### config.mk
export PLATFORM = sky130hd
export DESIGN_NAME = apb_spi_slave_flat
export DESIGN_NICKNAME = d
export VERILOG_FILES = /design/src/rtl/apb_spi_slave_pkg.sv /design/src/rtl/apb_spi_slave_if.sv /design/src/rtl/spi_master_fifo.sv /design/src/rtl/spi_slave_sync.sv /design/src/rtl/apb_spi_slave.sv /design/src/flat_wrapper.sv
export SDC_FILE = /design/constraint.sdc
export NUM_CORES = 1
export LEC_CHECK = 0
export ABC_AREA = 1
export CAP_MARGIN = 15
export CORE_AREA = 4 4 246 248
export CTS_BUF_LIST = sky130_fd_sc_hd__clkbuf_4 sky130_fd_sc_hd__clkbuf_8
export CTS_CLUSTER_DIAMETER = 80
export CTS_CLUSTER_SIZE = 16
export DETAILED_ROUTE_END_ITERATION = 8
export DIE_AREA = 0 0 250 252
export REMOVE_ABC_BUFFERS = 1
export SYNTH_ARGS = -nofsm -noshare
export SYNTH_HDL_FRONTEND = slang
export SYNTH_SLANG_ARGS = --single-unit
### constraint.sdc
create_clock -name HCLK -period 3.9 [get_ports HCLK]
set_clock_uncertainty 0.15 [all_clocks]
set_input_delay 0.39 -clock HCLK [delete_from_list [all_inputs] [get_ports HCLK]]
set_output_delay 0.39 -clock HCLK [all_outputs]
set_load 0.03 [all_outputs]
### src/rtl/apb_spi_slave_pkg.sv
// -----------------------------------------------------------------------------
// apb_spi_slave_pkg
// Shared definitions for the APB-controlled SPI target:
//   - register offsets (PADDR[4:2])
//   - shift FSM state encoding
//   - bit positions inside STATUS, CTRL and IRQ_EN
// -----------------------------------------------------------------------------
package apb_spi_slave_pkg;

    // Register offsets, decoded from PADDR[4:2]
    localparam logic [2:0] REG_STATUS = 3'd0;
    localparam logic [2:0] REG_CTRL   = 3'd1;
    localparam logic [2:0] REG_TXDATA = 3'd2;
    localparam logic [2:0] REG_RXDATA = 3'd3;
    localparam logic [2:0] REG_IRQ_EN = 3'd4;

    // Shift FSM states
    typedef enum logic {
        IDLE  = 1'b0,
        SHIFT = 1'b1
    } spi_state_e;

    // STATUS bit/field positions
    localparam int STATUS_BUSY   = 0;
    localparam int STATUS_RX_OVF = 1;
    localparam int STATUS_TX_UDR = 2;
    localparam int STATUS_TX_LSB = 8;
    localparam int STATUS_RX_LSB = 16;

    // CTRL bit positions
    localparam int CTRL_EN  = 0;
    localparam int CTRL_CLR = 1;

    // IRQ_EN bit positions
    localparam int IRQ_RX_NOT_EMPTY = 0;
    localparam int IRQ_TX_EMPTY     = 1;
    localparam int IRQ_ERR          = 2;

endpackage

### src/rtl/apb_spi_slave_if.sv
// -----------------------------------------------------------------------------
// apb_spi_slave_if
// APB3 bus bundle between a bus master and the SPI target register block.
//   PADDR/PWDATA/PWRITE/PSEL/PENABLE : master -> slave
//   PRDATA/PREADY/PSLVERR            : slave  -> master
// A transfer completes in the cycle where PSEL & PENABLE & PREADY are all high.
// -----------------------------------------------------------------------------
interface apb_spi_slave_if #(
    parameter int APB_ADDR_WIDTH = 12
) ();

    logic [APB_ADDR_WIDTH-1:0] PADDR;
    logic [31:0]               PWDATA;
    logic                      PWRITE;
    logic                      PSEL;
    logic                      PENABLE;
    logic [31:0]               PRDATA;
    logic                      PREADY;
    logic                      PSLVERR;

    modport master (
        output PADDR, PWDATA, PWRITE, PSEL, PENABLE,
        input  PRDATA, PREADY, PSLVERR
    );

    modport slave (
        input  PADDR, PWDATA, PWRITE, PSEL, PENABLE,
        output PRDATA, PREADY, PSLVERR
    );

endinterface

### src/rtl/spi_master_fifo.sv
// -----------------------------------------------------------------------------
// spi_master_fifo
// Synchronous FIFO with valid/ready ports on both sides and a flush input.
//   i_clk, i_rst_n : clock, asynchronous active-low reset
//   i_clr          : synchronous flush (empties the FIFO, any push that cycle is lost)
//   o_elements     : current fill level
//   i_valid/i_data/o_ready : write side
//   o_valid/o_data/i_ready : read side
// Handshake: a word moves only in a cycle where valid and ready are both high;
// valid never depends on ready, and o_data is stable while o_valid is high
// and i_ready is low. A push and a pop in the same cycle on a non-empty FIFO
// leave the fill level unchanged.
// -----------------------------------------------------------------------------
module spi_master_fifo #(
    parameter int DATA_WIDTH       = 32,
    parameter int BUFFER_DEPTH     = 8,
    parameter int LOG_BUFFER_DEPTH = $clog2(BUFFER_DEPTH)
) (
    input  logic                      i_clk,
    input  logic                      i_rst_n,
    input  logic                      i_clr,
    output logic [LOG_BUFFER_DEPTH:0] o_elements,
    output logic [DATA_WIDTH-1:0]     o_data,
    output logic                      o_valid,
    input  logic                      i_ready,
    input  logic                      i_valid,
    input  logic [DATA_WIDTH-1:0]     i_data,
    output logic                      o_ready
);

    localparam logic [LOG_BUFFER_DEPTH-1:0] LAST_PTR = LOG_BUFFER_DEPTH'(BUFFER_DEPTH - 1);
    localparam logic [LOG_BUFFER_DEPTH:0]   FULL_CNT = (LOG_BUFFER_DEPTH + 1)'(BUFFER_DEPTH);

    logic [DATA_WIDTH-1:0]       r_mem [BUFFER_DEPTH];
    logic [LOG_BUFFER_DEPTH-1:0] r_wr_ptr;
    logic [LOG_BUFFER_DEPTH-1:0] r_rd_ptr;
    logic [LOG_BUFFER_DEPTH:0]   r_count;
    logic                        w_push;
    logic                        w_pop;

    // Depth need not be a power of two, so pointers wrap explicitly.
    function automatic logic [LOG_BUFFER_DEPTH-1:0] next_ptr(input logic [LOG_BUFFER_DEPTH-1:0] ptr);
        return (ptr == LAST_PTR) ? '0 : ptr + 1'b1;
    endfunction

    assign o_valid    = (r_count != '0);
    assign o_ready    = (r_count != FULL_CNT);
    assign o_data     = r_mem[r_rd_ptr];
    assign o_elements = r_count;

    assign w_push = i_valid & o_ready;
    assign w_pop  = i_ready & o_valid;

    always_ff @(posedge i_clk) begin
        if (w_push) begin
            r_mem[r_wr_ptr] <= i_data;
        end
    end

    always_ff @(posedge i_clk or negedge i_rst_n) begin
        if (!i_rst_n) begin
            r_wr_ptr <= '0;
            r_rd_ptr <= '0;
            r_count  <= '0;
        end else if (i_clr) begin
            r_wr_ptr <= '0;
            r_rd_ptr <= '0;
            r_count  <= '0;
        end else begin
            if (w_push) begin
                r_wr_ptr <= next_ptr(r_wr_ptr);
            end
            if (w_pop) begin
                r_rd_ptr <= next_ptr(r_rd_ptr);
            end
            case ({w_push, w_pop})
                2'b10:   r_count <= r_count + 1'b1;
                2'b01:   r_count <= r_count - 1'b1;
                default: r_count <= r_count;
            endcase
        end
    end

endmodule

### src/rtl/spi_slave_sync.sv
// -----------------------------------------------------------------------------
// spi_slave_sync
// Brings the asynchronous SPI host pins into the HCLK domain.
//   i_clk, i_rst_n         : clock, asynchronous active-low reset
//   i_sclk, i_csn, i_sdi   : raw host pins
//   o_sclk_rise/o_sclk_fall: one-cycle edge strobes of sclk
//   o_csn_rise/o_csn_fall  : one-cycle edge strobes of csn
//   o_csn                  : synchronized csn level (flop 3)
//   o_sdi                  : synchronized sdi (flop 2, same depth as the
//                            sclk sample used for edge detection)
// sclk/csn run through three flops: flops 1-2 synchronize, flops 2/3 give
// the edge. An action taken on a strobe lands 3 HCLK after the pin edge.
// -----------------------------------------------------------------------------
module spi_slave_sync (
    input  logic i_clk,
    input  logic i_rst_n,
    input  logic i_sclk,
    input  logic i_csn,
    input  logic i_sdi,
    output logic o_sclk_rise,
    output logic o_sclk_fall,
    output logic o_csn_rise,
    output logic o_csn_fall,
    output logic o_csn,
    output logic o_sdi
);

    logic [2:0] r_sclk;
    logic [2:0] r_csn;
    logic [1:0] r_sdi;

    // Reset to the idle bus: sclk low, csn high, so no edge is seen at reset exit.
    always_ff @(posedge i_clk or negedge i_rst_n) begin
        if (!i_rst_n) begin
            r_sclk <= 3'b000;
            r_csn  <= 3'b111;
            r_sdi  <= 2'b00;
        end else begin
            r_sclk <= {r_sclk[1:0], i_sclk};
            r_csn  <= {r_csn[1:0], i_csn};
            r_sdi  <= {r_sdi[0], i_sdi};
        end
    end

    assign o_sclk_rise =  r_sclk[1] & ~r_sclk[2];
    assign o_sclk_fall = ~r_sclk[1] &  r_sclk[2];
    assign o_csn_rise  =  r_csn[1]  & ~r_csn[2];
    assign o_csn_fall  = ~r_csn[1]  &  r_csn[2];
    assign o_csn       =  r_csn[2];
    assign o_sdi       =  r_sdi[1];

endmodule

### src/rtl/apb_spi_slave.sv
// -----------------------------------------------------------------------------
// apb_spi_slave
// SPI target (mode 0, 32-bit words, MSB first) with an APB register front end.
// Received words go to an RX FIFO; words from a TX FIFO are shifted out on
// the same frames. All SPI pins are oversampled in the HCLK domain.
//   HCLK, HRESETn : system clock, asynchronous active-low reset
//   apb           : APB slave port (PADDR[4:2] selects the register)
//   events_o      : [0] level interrupt, [1] one-cycle end-of-transfer pulse
//   spi_sclk, spi_csn, spi_sdi : host-driven pins (asynchronous)
//   spi_sdo, spi_sdo_oe        : MISO and its output enable
// Registers: 0 STATUS (RO), 1 CTRL (RW), 2 TXDATA (WO, push),
//            3 RXDATA (RO, pop), 4 IRQ_EN (RW); other offsets read 0.
// -----------------------------------------------------------------------------
module apb_spi_slave
    import apb_spi_slave_pkg::*;
#(
    parameter int BUFFER_DEPTH   = 8,
    parameter int APB_ADDR_WIDTH = 12
) (
    input  logic                HCLK,
    input  logic                HRESETn,
    apb_spi_slave_if.slave      apb,
    output logic [1:0]          events_o,
    input  logic                spi_sclk,
    input  logic                spi_csn,
    input  logic                spi_sdi,
    output logic                spi_sdo,
    output logic                spi_sdo_oe
);

    localparam int CNT_W = $clog2(BUFFER_DEPTH) + 1;

    // Synchronized pin view
    logic w_sclk_rise;
    logic w_sclk_fall;
    logic w_csn_rise;
    logic w_csn_fall;
    logic w_csn_sync;
    logic w_sdi;

    // APB decode
    logic [APB_ADDR_WIDTH-1:0] w_paddr;
    logic [2:0]                w_reg;
    logic                      w_access;
    logic                      w_wr;
    logic                      w_rd;
    logic                      w_tx_apb_push;
    logic                      w_rx_apb_pop;
    logic [31:0]               w_status;

    // Control/status registers
    logic       r_en;
    logic       r_clr;
    logic [2:0] r_irq_en;
    logic       r_rx_ovf;
    logic       r_tx_udr;
    logic       r_eot;

    // FIFO ports
    logic [CNT_W-1:0] w_tx_elems;
    logic [CNT_W-1:0] w_rx_elems;
    logic [31:0]      w_tx_data;
    logic             w_tx_valid;
    logic             w_tx_ready;
    logic [31:0]      w_rx_data;
    logic             w_rx_valid;
    logic             w_rx_ready;
    logic [31:0]      w_rx_word;

    // Shift engine
    spi_state_e r_state;
    spi_state_e w_next_state;
    logic       w_frame_start;
    logic       w_tx_pop;
    logic       w_tx_shift;
    logic       w_rx_sample;
    logic       w_rx_push;
    logic [31:0] r_tx_sh;
    logic [31:0] r_rx_sh;
    logic [4:0]  r_bit_cnt;
    logic        r_word_done;

    logic w_unused;

    // ------------------------------------------------------------------
    // Pin synchronizers
    // ------------------------------------------------------------------
    spi_slave_sync u_sync (
        .i_clk       (HCLK),
        .i_rst_n     (HRESETn),
        .i_sclk      (spi_sclk),
        .i_csn       (spi_csn),
        .i_sdi       (spi_sdi),
        .o_sclk_rise (w_sclk_rise),
        .o_sclk_fall (w_sclk_fall),
        .o_csn_rise  (w_csn_rise),
        .o_csn_fall  (w_csn_fall),
        .o_csn       (w_csn_sync),
        .o_sdi       (w_sdi)
    );

    // ------------------------------------------------------------------
    // FIFOs: TX is filled by APB and drained by the shifter; RX the reverse.
    // ------------------------------------------------------------------
    spi_master_fifo #(
        .DATA_WIDTH   (32),
        .BUFFER_DEPTH (BUFFER_DEPTH)
    ) u_tx_fifo (
        .i_clk      (HCLK),
        .i_rst_n    (HRESETn),
        .i_clr      (r_clr),
        .o_elements (w_tx_elems),
        .o_data     (w_tx_data),
        .o_valid    (w_tx_valid),
        .i_ready    (w_tx_pop),
        .i_valid    (w_tx_apb_push),
        .i_data     (apb.PWDATA),
        .o_ready    (w_tx_ready)
    );

    spi_master_fifo #(
        .DATA_WIDTH   (32),
        .BUFFER_DEPTH (BUFFER_DEPTH)
    ) u_rx_fifo (
        .i_clk      (HCLK),
        .i_rst_n    (HRESETn),
        .i_clr      (r_clr),
        .o_elements (w_rx_elems),
        .o_data     (w_rx_data),
        .o_valid    (w_rx_valid),
        .i_ready    (w_rx_apb_pop),
        .i_valid    (w_rx_push),
        .i_data     (w_rx_word),
        .o_ready    (w_rx_ready)
    );

    // ------------------------------------------------------------------
    // APB decode and read mux. The bus never waits, so read data and the
    // error flag are combinational in the access cycle and zero otherwise.
    // ------------------------------------------------------------------
    assign w_paddr       = apb.PADDR;
    assign w_reg         = w_paddr[4:2];
    assign w_access      = apb.PSEL & apb.PENABLE;
    assign w_wr          = w_access &  apb.PWRITE;
    assign w_rd          = w_access & ~apb.PWRITE;
    assign w_tx_apb_push = w_wr & (w_reg == REG_TXDATA);
    assign w_rx_apb_pop  = w_rd & (w_reg == REG_RXDATA);

    always_comb begin
        w_status                              = '0;
        w_status[STATUS_BUSY]                 = (r_state == SHIFT);
        w_status[STATUS_RX_OVF]               = r_rx_ovf;
        w_status[STATUS_TX_UDR]               = r_tx_udr;
        w_status[STATUS_TX_LSB +: 8]          = 8'(w_tx_elems);
        w_status[STATUS_RX_LSB +: 8]          = 8'(w_rx_elems);
    end

    assign apb.PREADY = 1'b1;

    always_comb begin
        apb.PRDATA  = '0;
        apb.PSLVERR = 1'b0;
        if (w_access) begin
            case (w_reg)
                REG_STATUS: begin
                    if (w_rd) apb.PRDATA = w_status;
                end
                REG_CTRL: begin
                    if (w_rd) apb.PRDATA = {30'd0, r_clr, r_en};
                end
                REG_TXDATA: begin
                    if (w_wr && !w_tx_ready) apb.PSLVERR = 1'b1;
                end
                REG_RXDATA: begin
                    if (w_rd) begin
                        if (w_rx_valid) apb.PRDATA  = w_rx_data;
                        else            apb.PSLVERR = 1'b1;
                    end
                end
                REG_IRQ_EN: begin
                    if (w_rd) apb.PRDATA = {29'd0, r_irq_en};
                end
                default: begin
                    apb.PRDATA  = '0;
                    apb.PSLVERR = 1'b0;
                end
            endcase
        end
    end

    // ------------------------------------------------------------------
    // Control, sticky flags and event pulse
    // ------------------------------------------------------------------
    always_ff @(posedge HCLK or negedge HRESETn) begin
        if (!HRESETn) begin
            r_en     <= 1'b0;
            r_clr    <= 1'b0;
            r_irq_en <= '0;
            r_rx_ovf <= 1'b0;
            r_tx_udr <= 1'b0;
            r_eot    <= 1'b0;
        end else begin
            r_clr <= 1'b0;
            if (w_wr && (w_reg == REG_CTRL)) begin
                r_en  <= apb.PWDATA[CTRL_EN];
                r_clr <= apb.PWDATA[CTRL_CLR];
            end
            if (w_wr && (w_reg == REG_IRQ_EN)) begin
                r_irq_en <= apb.PWDATA[2:0];
            end
            // clr takes the FIFOs and the stickies back to a clean state together
            if (r_clr) begin
                r_rx_ovf <= 1'b0;
                r_tx_udr <= 1'b0;
            end else begin
                if (w_rx_push && !w_rx_ready) r_rx_ovf <= 1'b1;
                if (w_tx_pop  && !w_tx_valid) r_tx_udr <= 1'b1;
            end
            r_eot <= r_en & w_csn_rise;
        end
    end

    assign events_o[0] = (r_irq_en[IRQ_RX_NOT_EMPTY] & w_rx_valid)
                       | (r_irq_en[IRQ_TX_EMPTY]     & ~w_tx_valid)
                       | (r_irq_en[IRQ_ERR]          & (r_rx_ovf | r_tx_udr));
    assign events_o[1] = r_eot;

    // ------------------------------------------------------------------
    // Shift FSM
    // ------------------------------------------------------------------
    always_ff @(posedge HCLK or negedge HRESETn) begin
        if (!HRESETn) begin
            r_state <= IDLE;
        end else begin
            r_state <= w_next_state;
        end
    end

    always_comb begin
        w_next_state  = r_state;
        w_frame_start = 1'b0;
        w_tx_pop      = 1'b0;
        w_tx_shift    = 1'b0;
        w_rx_sample   = 1'b0;
        w_rx_push     = 1'b0;
        case (r_state)
            IDLE: begin
                if (r_en && w_csn_fall) begin
                    w_next_state  = SHIFT;
                    w_frame_start = 1'b1;
                    w_tx_pop      = 1'b1;
                end
            end
            SHIFT: begin
                // Disable or frame end abandons any partial word silently.
                if (!r_en || w_csn_rise) begin
                    w_next_state = IDLE;
                end else begin
                    if (w_sclk_rise) begin
                        w_rx_sample = 1'b1;
                        w_rx_push   = (r_bit_cnt == 5'd31);
                    end
                    if (w_sclk_fall) begin
                        w_tx_pop   =  r_word_done;
                        w_tx_shift = ~r_word_done;
                    end
                end
            end
            default: begin
                w_next_state = IDLE;
            end
        endcase
    end

    // The 32nd bit is taken straight from the pin sample, not from r_rx_sh.
    assign w_rx_word = {r_rx_sh[30:0], w_sdi};

    always_ff @(posedge HCLK or negedge HRESETn) begin
        if (!HRESETn) begin
            r_tx_sh     <= '0;
            r_rx_sh     <= '0;
            r_bit_cnt   <= '0;
            r_word_done <= 1'b0;
        end else begin
            if (w_tx_pop) begin
                // An empty TX FIFO sends zeros for the whole word.
                r_tx_sh <= w_tx_valid ? w_tx_data : '0;
            end else if (w_tx_shift) begin
                r_tx_sh <= {r_tx_sh[30:0], 1'b0};
            end

            if (w_frame_start) begin
                r_bit_cnt <= '0;
            end else if (w_rx_sample) begin
                r_rx_sh   <= w_rx_word;
                r_bit_cnt <= r_bit_cnt + 5'd1;
            end

            if (w_frame_start || w_tx_pop) begin
                r_word_done <= 1'b0;
            end else if (w_rx_push) begin
                r_word_done <= 1'b1;
            end
        end
    end

    assign spi_sdo    = r_tx_sh[31];
    assign spi_sdo_oe = r_en & ~w_csn_sync;

    assign w_unused = ^{w_paddr[APB_ADDR_WIDTH-1:5], w_paddr[1:0], r_rx_sh[31]};

endmodule

### src/flat_wrapper.sv
// flat-port wrapper written by rule: the top's interface ports become plain ports
module apb_spi_slave_flat import apb_spi_slave_pkg::*;
#(
    parameter int BUFFER_DEPTH   = 8,
    parameter int APB_ADDR_WIDTH = 12
)
  (HCLK, HRESETn, events_o, spi_sclk, spi_csn, spi_sdi, spi_sdo, spi_sdo_oe, apb_PADDR, apb_PWDATA, apb_PWRITE, apb_PSEL, apb_PENABLE, apb_PRDATA, apb_PREADY, apb_PSLVERR);
  apb_spi_slave_if #(.APB_ADDR_WIDTH(APB_ADDR_WIDTH)) apb_i ();
  input  logic HCLK;
  input  logic HRESETn;
  output logic [1:0] events_o;
  input  logic spi_sclk;
  input  logic spi_csn;
  input  logic spi_sdi;
  output logic spi_sdo;
  output logic spi_sdo_oe;
  input wire logic [$bits(apb_i.PADDR)-1:0] apb_PADDR;
  input wire logic [$bits(apb_i.PWDATA)-1:0] apb_PWDATA;
  input wire logic [$bits(apb_i.PWRITE)-1:0] apb_PWRITE;
  input wire logic [$bits(apb_i.PSEL)-1:0] apb_PSEL;
  input wire logic [$bits(apb_i.PENABLE)-1:0] apb_PENABLE;
  output wire logic [$bits(apb_i.PRDATA)-1:0] apb_PRDATA;
  output wire logic [$bits(apb_i.PREADY)-1:0] apb_PREADY;
  output wire logic [$bits(apb_i.PSLVERR)-1:0] apb_PSLVERR;
  assign apb_i.PADDR = apb_PADDR;
  assign apb_i.PWDATA = apb_PWDATA;
  assign apb_i.PWRITE = apb_PWRITE;
  assign apb_i.PSEL = apb_PSEL;
  assign apb_i.PENABLE = apb_PENABLE;
  assign apb_PRDATA = apb_i.PRDATA;
  assign apb_PREADY = apb_i.PREADY;
  assign apb_PSLVERR = apb_i.PSLVERR;
  apb_spi_slave #(.BUFFER_DEPTH(BUFFER_DEPTH), .APB_ADDR_WIDTH(APB_ADDR_WIDTH)) u_core (.HCLK(HCLK), .HRESETn(HRESETn), .apb(apb_i), .events_o(events_o), .spi_sclk(spi_sclk), .spi_csn(spi_csn), .spi_sdi(spi_sdi), .spi_sdo(spi_sdo), .spi_sdo_oe(spi_sdo_oe));
endmodule
==> impl_summary.log <==
[metrics] overall overflow remaining after global route: 0
[metrics] max-capacitance violation count: 0
[metrics] Tot GR Track Use: 18.20%
[metrics] most crowded layer after global routing: met2
[metrics] via count normalized by instance count: ~5.1
[metrics] cell taking the most area after synthesis: sky130_fd_sc_hd__edfxtp_1
[metrics] number of placed instances, taps included: 3,218
[metrics] switching share of total power: between 30 and 40%
[metrics] Die Y: roughly 250 um
[metrics] max-slew headroom at the worst pin: 31.29%
[metrics] vias in the first global route: 16,776
[metrics] CP Launch Type: flip-flop
[metrics] worst IR drop on VDD: 374.6 uV
[metrics] number of buffer cells added on primary ports: 79
[metrics] post-route non-filler standard cell count: 3,307
[metrics] required time at the endpoint of the critical path: 3360 ps
[metrics] layout cells sized above 1: under 10%
[metrics] detailed-router iteration count before antenna repair: 5
[metrics] library cell used as clock root buffer: sky130_fd_sc_hd__clkbuf_8
[metrics] wirelength, routed: 58.09 mm
[metrics] Net Switching: 5.142 mW
[metrics] Final Power: about 16 mW
[metrics] number of distinct library cells after synthesis: 41
[metrics] flop and latch count out of synthesis: ~620
[metrics] number of flops mapped to enable cells by yosys: 512
[metrics] pin count of the biggest net entering global routing: between 100 and 150
[metrics] Pins Over Slew Limit: 0
[metrics] count of synthesis-stage warnings from yosys: 0
[metrics] Global Route met1 Usage: around 23%
[metrics] effective utilization at floorplan: roughly 45%
[metrics] Max Clock Freq: 273.2 MHz
[metrics] most frequent cells in the layout: sky130_fd_sc_hd__nand2_1 (537), sky130_fd_sc_hd__edfxtp_1 (512), sky130_fd_sc_hd__inv_1 (307)
[metrics] setup bufs post-CTS: 0
[metrics] DRC marker count from the first detailed-route iteration: roughly 1,200
[metrics] kind of capture point of the worst setup path: output port
[metrics] Placer Congestion: approximately 0.76
[metrics] maximum fanout encountered on the critical timing path: 20
[metrics] min-delay worst type: input port to asynchronous set/reset pin
[metrics] power per cell area: 545.1 nW/um^2
[metrics] met2 track demand over resource: 32.77%
[metrics] core area: ~60,000 um^2
[metrics] share of power burned in registers: 54.1%
[metrics] number of clock sinks seen by CTS: 618
[metrics] final cycle utilization of the critical path: 93.85%
[metrics] routed via count: 16,794
[metrics] result of the run: completed
[metrics] number of top-level design ports: 90
[metrics] arrival time at the worst endpoint: 3120 ps
[metrics] post-synthesis instance area: 26,030 um^2
[metrics] async set or reset register ratio after synthesis: 17.15%
[metrics] average routed wire per standard cell: around 18 um
[metrics] area share of the largest cell type after synthesis: 59.05%
[metrics] setup violation total in the final timing report: 0
[metrics] HPWL after detailed placement: around 32 mm
[metrics] P_leak: 11.52 nW
[metrics] fraction of the yosys area taken by sequential cells: 69.26%
[metrics] number of H-tree branching levels: 2
[metrics] met3 track demand over resource: 2.752%
[metrics] Power Internal: about 11 mW
[metrics] synth-to-layout area growth: 10.55%
[metrics] gate count after technology mapping: 2,440
[metrics] clock tree from TritonCTS: yes
[metrics] clock latency of the later-clocked register in the worst-skew pair: 660 ps
[metrics] unrepaired setup endpoints after global routing: false
[metrics] clock-pin slew of the registers on the worst-case setup and hold paths: 100 ps
[metrics] top flip-flop cell by instance count after synthesis: sky130_fd_sc_hd__edfxtp_1
[metrics] count of antenna-violating nets left after detailed routing: 0
[metrics] number of buffers created by CTS: 45
[metrics] type of the worst setup path: flip-flop to output port
[metrics] initial antenna violation count: 4
[metrics] first-pass GRT wire length: 91.63 mm
[metrics] Die ar.: 63,000 um^2
[metrics] logic gate share of total power: about a quarter
[metrics] final-stage net count: 2,564
[metrics] Worst Max-Slew Pin Slew: 1030 ps
[metrics] filler instances: between 5,000 and 6,000
[metrics] minimum period implied by the final worst setup slack: 3660 ps
[metrics] final hold violation count: 0
[metrics] fraction of power consumed by the clock network: 22.2%
[metrics] syn avg cell area: roughly 11 um^2
[metrics] die span in x: 250 um
[metrics] Max Buffers Root-to-Sink: 3
[metrics] most frequent standard cell in the layout excluding fill and tap cells: sky130_fd_sc_hd__nand2_1
[metrics] floorplan row count: 89
[metrics] remaining design rule violation count: 0
[metrics] biggest area contributors in the synthesized netlist: sky130_fd_sc_hd__edfxtp_1 (59%), sky130_fd_sc_hd__dfrtp_1 (9.9%), sky130_fd_sc_hd__nand2_1 (7.7%), sky130_fd_sc_hd__inv_1 (4.4%), sky130_fd_sc_hd__nor2_1 (4.3%)
==> per-layer routing <==
| metal | wire length (um) | vias to the layer above | part of all wire (%) |
|---|---|---|---|
| li1 | - | 8178 | - |
| met1 | 24660 | 8140 | 42 |
| met2 | 29010 | 373 | 50 |
| met3 | 2989 | 99 | 5.1 |
| met4 | 1382 | 4 | 2.4 |
| met5 | 40 | - | 0.069 |
==> timing repair <==
action / 4_1_cts / 5_1_grt
gates resized for setup: 0 / 0
hold buffers: 4 / 0
endpoints found under the hold margin: 49 / 0
==> path summary, 6_finish.rpt <==
kind | from | to | slack, ps | cells after the start
max reg2reg | u_core.u_rx_fifo.o_elements[0] | u_core.u_rx_fifo.o_elements[2] | 720 | 13
min reg2reg | u_core.u_sync.r_sdi[0] | u_core.u_sync.r_sdi[1] | 210 | 0
max in group asynchronous | HRESETn | u_core.r_tx_sh[24] | 2600 | 3
min | HRESETn | u_core.r_rx_sh[24] | 170 | 2
min in group HCLK | u_core.u_sync.r_sdi[0] | u_core.u_sync.r_sdi[1] | 210 | 0
max | u_core.u_rx_fifo.o_elements[0] | apb_PRDATA[6] | 240 | 7
==> stage by stage <==
step | hold WS [ps] | setup WS [ps] | utilization (%) | area (um^2) | TNS [ps]
floorplan | -55.59 | -1645 | - | 25450 | -230370
global placement | 182.9 | 440.3 | 47.58 | 27820 | 0
detailed placement | 191.9 | 296.5 | 47.58 | 27820 | 0
CTS | 155.9 | 127.3 | 49.22 | 28780 | 0
global route | 197.6 | 26.34 | 49.23 | 28780 | 0
finish | 170.3 | 240.0 | 49.23 | 28780 | 0
==> cell usage after synthesis (2+ instances only) <==
cell type,n
sky130_fd_sc_hd__nand2_1,537
sky130_fd_sc_hd__edfxtp_1,512
sky130_fd_sc_hd__inv_1,308
sky130_fd_sc_hd__nor2_1,295
sky130_fd_sc_hd__o21ai_0,205
sky130_fd_sc_hd__nand3_1,167
sky130_fd_sc_hd__dfrtp_1,103
sky130_fd_sc_hd__a21oi_1,55
sky130_fd_sc_hd__buf_2,54
sky130_fd_sc_hd__clkbuf_1,52
sky130_fd_sc_hd__o22ai_1,38
sky130_fd_sc_hd__o211ai_1,23
sky130_fd_sc_hd__o21ai_1,16
sky130_fd_sc_hd__ha_1,15
sky130_fd_sc_hd__buf_1,8
sky130_fd_sc_hd__buf_4,6
sky130_fd_sc_hd__xor2_1,5
sky130_fd_sc_hd__buf_6,4
sky130_fd_sc_hd__inv_2,4
sky130_fd_sc_hd__nand4_1,4
sky130_fd_sc_hd__dfstp_2,3
sky130_fd_sc_hd__nand2_4,2
sky130_fd_sc_hd__nand2b_1,2
sky130_fd_sc_hd__nand3_2,2
sky130_fd_sc_hd__nor2_2,2
sky130_fd_sc_hd__o221ai_1,2
sky130_fd_sc_hd__xnor2_1,2
==> power groups by stage <==
stage | Clock (mW) | Sequential, mW | Combinational (mW)
after detailed placement | 0 | 8.64 | 3.74
after floorplan | 0 | 8.73 | 2.33
after CTS | 3.59 | 8.49 | 3.76
after global placement | 0 | 8.60 | 3.66
after global routing | 3.84 | 8.59 | 4.27
final | 3.48 | 8.49 | 3.72
==> final cells by class <==
type                    instances  area (um^2)  share of cell area [%]
clock inverters                 6        51.30                  0.1782
well taps                     773        967.2                   3.360
inverters                     313         1179                   4.095
repair buffers                133         1304                   4.530
flip-flops and latches        618        18040                   62.68
multi-input cells            1385         6369                   22.13
diodes                          2        5.005                 0.01739
clock buffers                  77        865.8                   3.008
==> flip-flops by register name, summed over array words and instances, names as in the netlist <==
register and count:
u_core.r_bit_cnt 5, u_core.u_rx_fifo.r_rd_ptr 3, u_core.u_tx_fifo.o_elements 4, u_core.u_sync.r_sdi 2, u_core.r_eot 1, u_core.r_irq_en 3
u_core.u_rx_fifo.r_wr_ptr 3, u_core.r_word_done 1, u_core.u_rx_fifo.o_elements 4, u_core.u_tx_fifo.r_mem 256, u_core.r_rx_ovf 1, u_core.u_rx_fifo.r_mem 256
u_core.u_tx_fifo.r_rd_ptr 3, u_core.r_rx_sh 31, u_core.u_tx_fifo.r_wr_ptr 3, u_core.u_sync.r_csn 3, u_core.r_tx_udr 1, u_core.r_en 1
u_core.r_state 1, u_core.r_clr 1, u_core.u_sync.r_sclk 3, u_core.r_tx_sh 32
==> worst max-delay path, stage by stage, from the launching register on <==
cell and delay, ps:
sky130_fd_sc_hd__dfrtp_1 450, sky130_fd_sc_hd__inv_1 90, sky130_fd_sc_hd__nand4_1 240, sky130_fd_sc_hd__nand3_2 220, sky130_fd_sc_hd__inv_2 400, sky130_fd_sc_hd__o21ai_0 190
sky130_fd_sc_hd__nor2_1 170, sky130_fd_sc_hd__clkdlybuf4s50_1 690
==> kinds of logic after synthesis <==
kind of cell | synth area share (%)
adder cells (fa/ha/maj) | 0.7978
multiplexers | 0.04325
other | 0.01440
buffers and inverters | 6.762
flip-flops | 69.26
XOR/XNOR | 0.2355
AND/OR/NAND/NOR | 15.87
AO/OA/AOI/OAI | 7.017
Note: power is estimated with default switching activity, not from simulation.
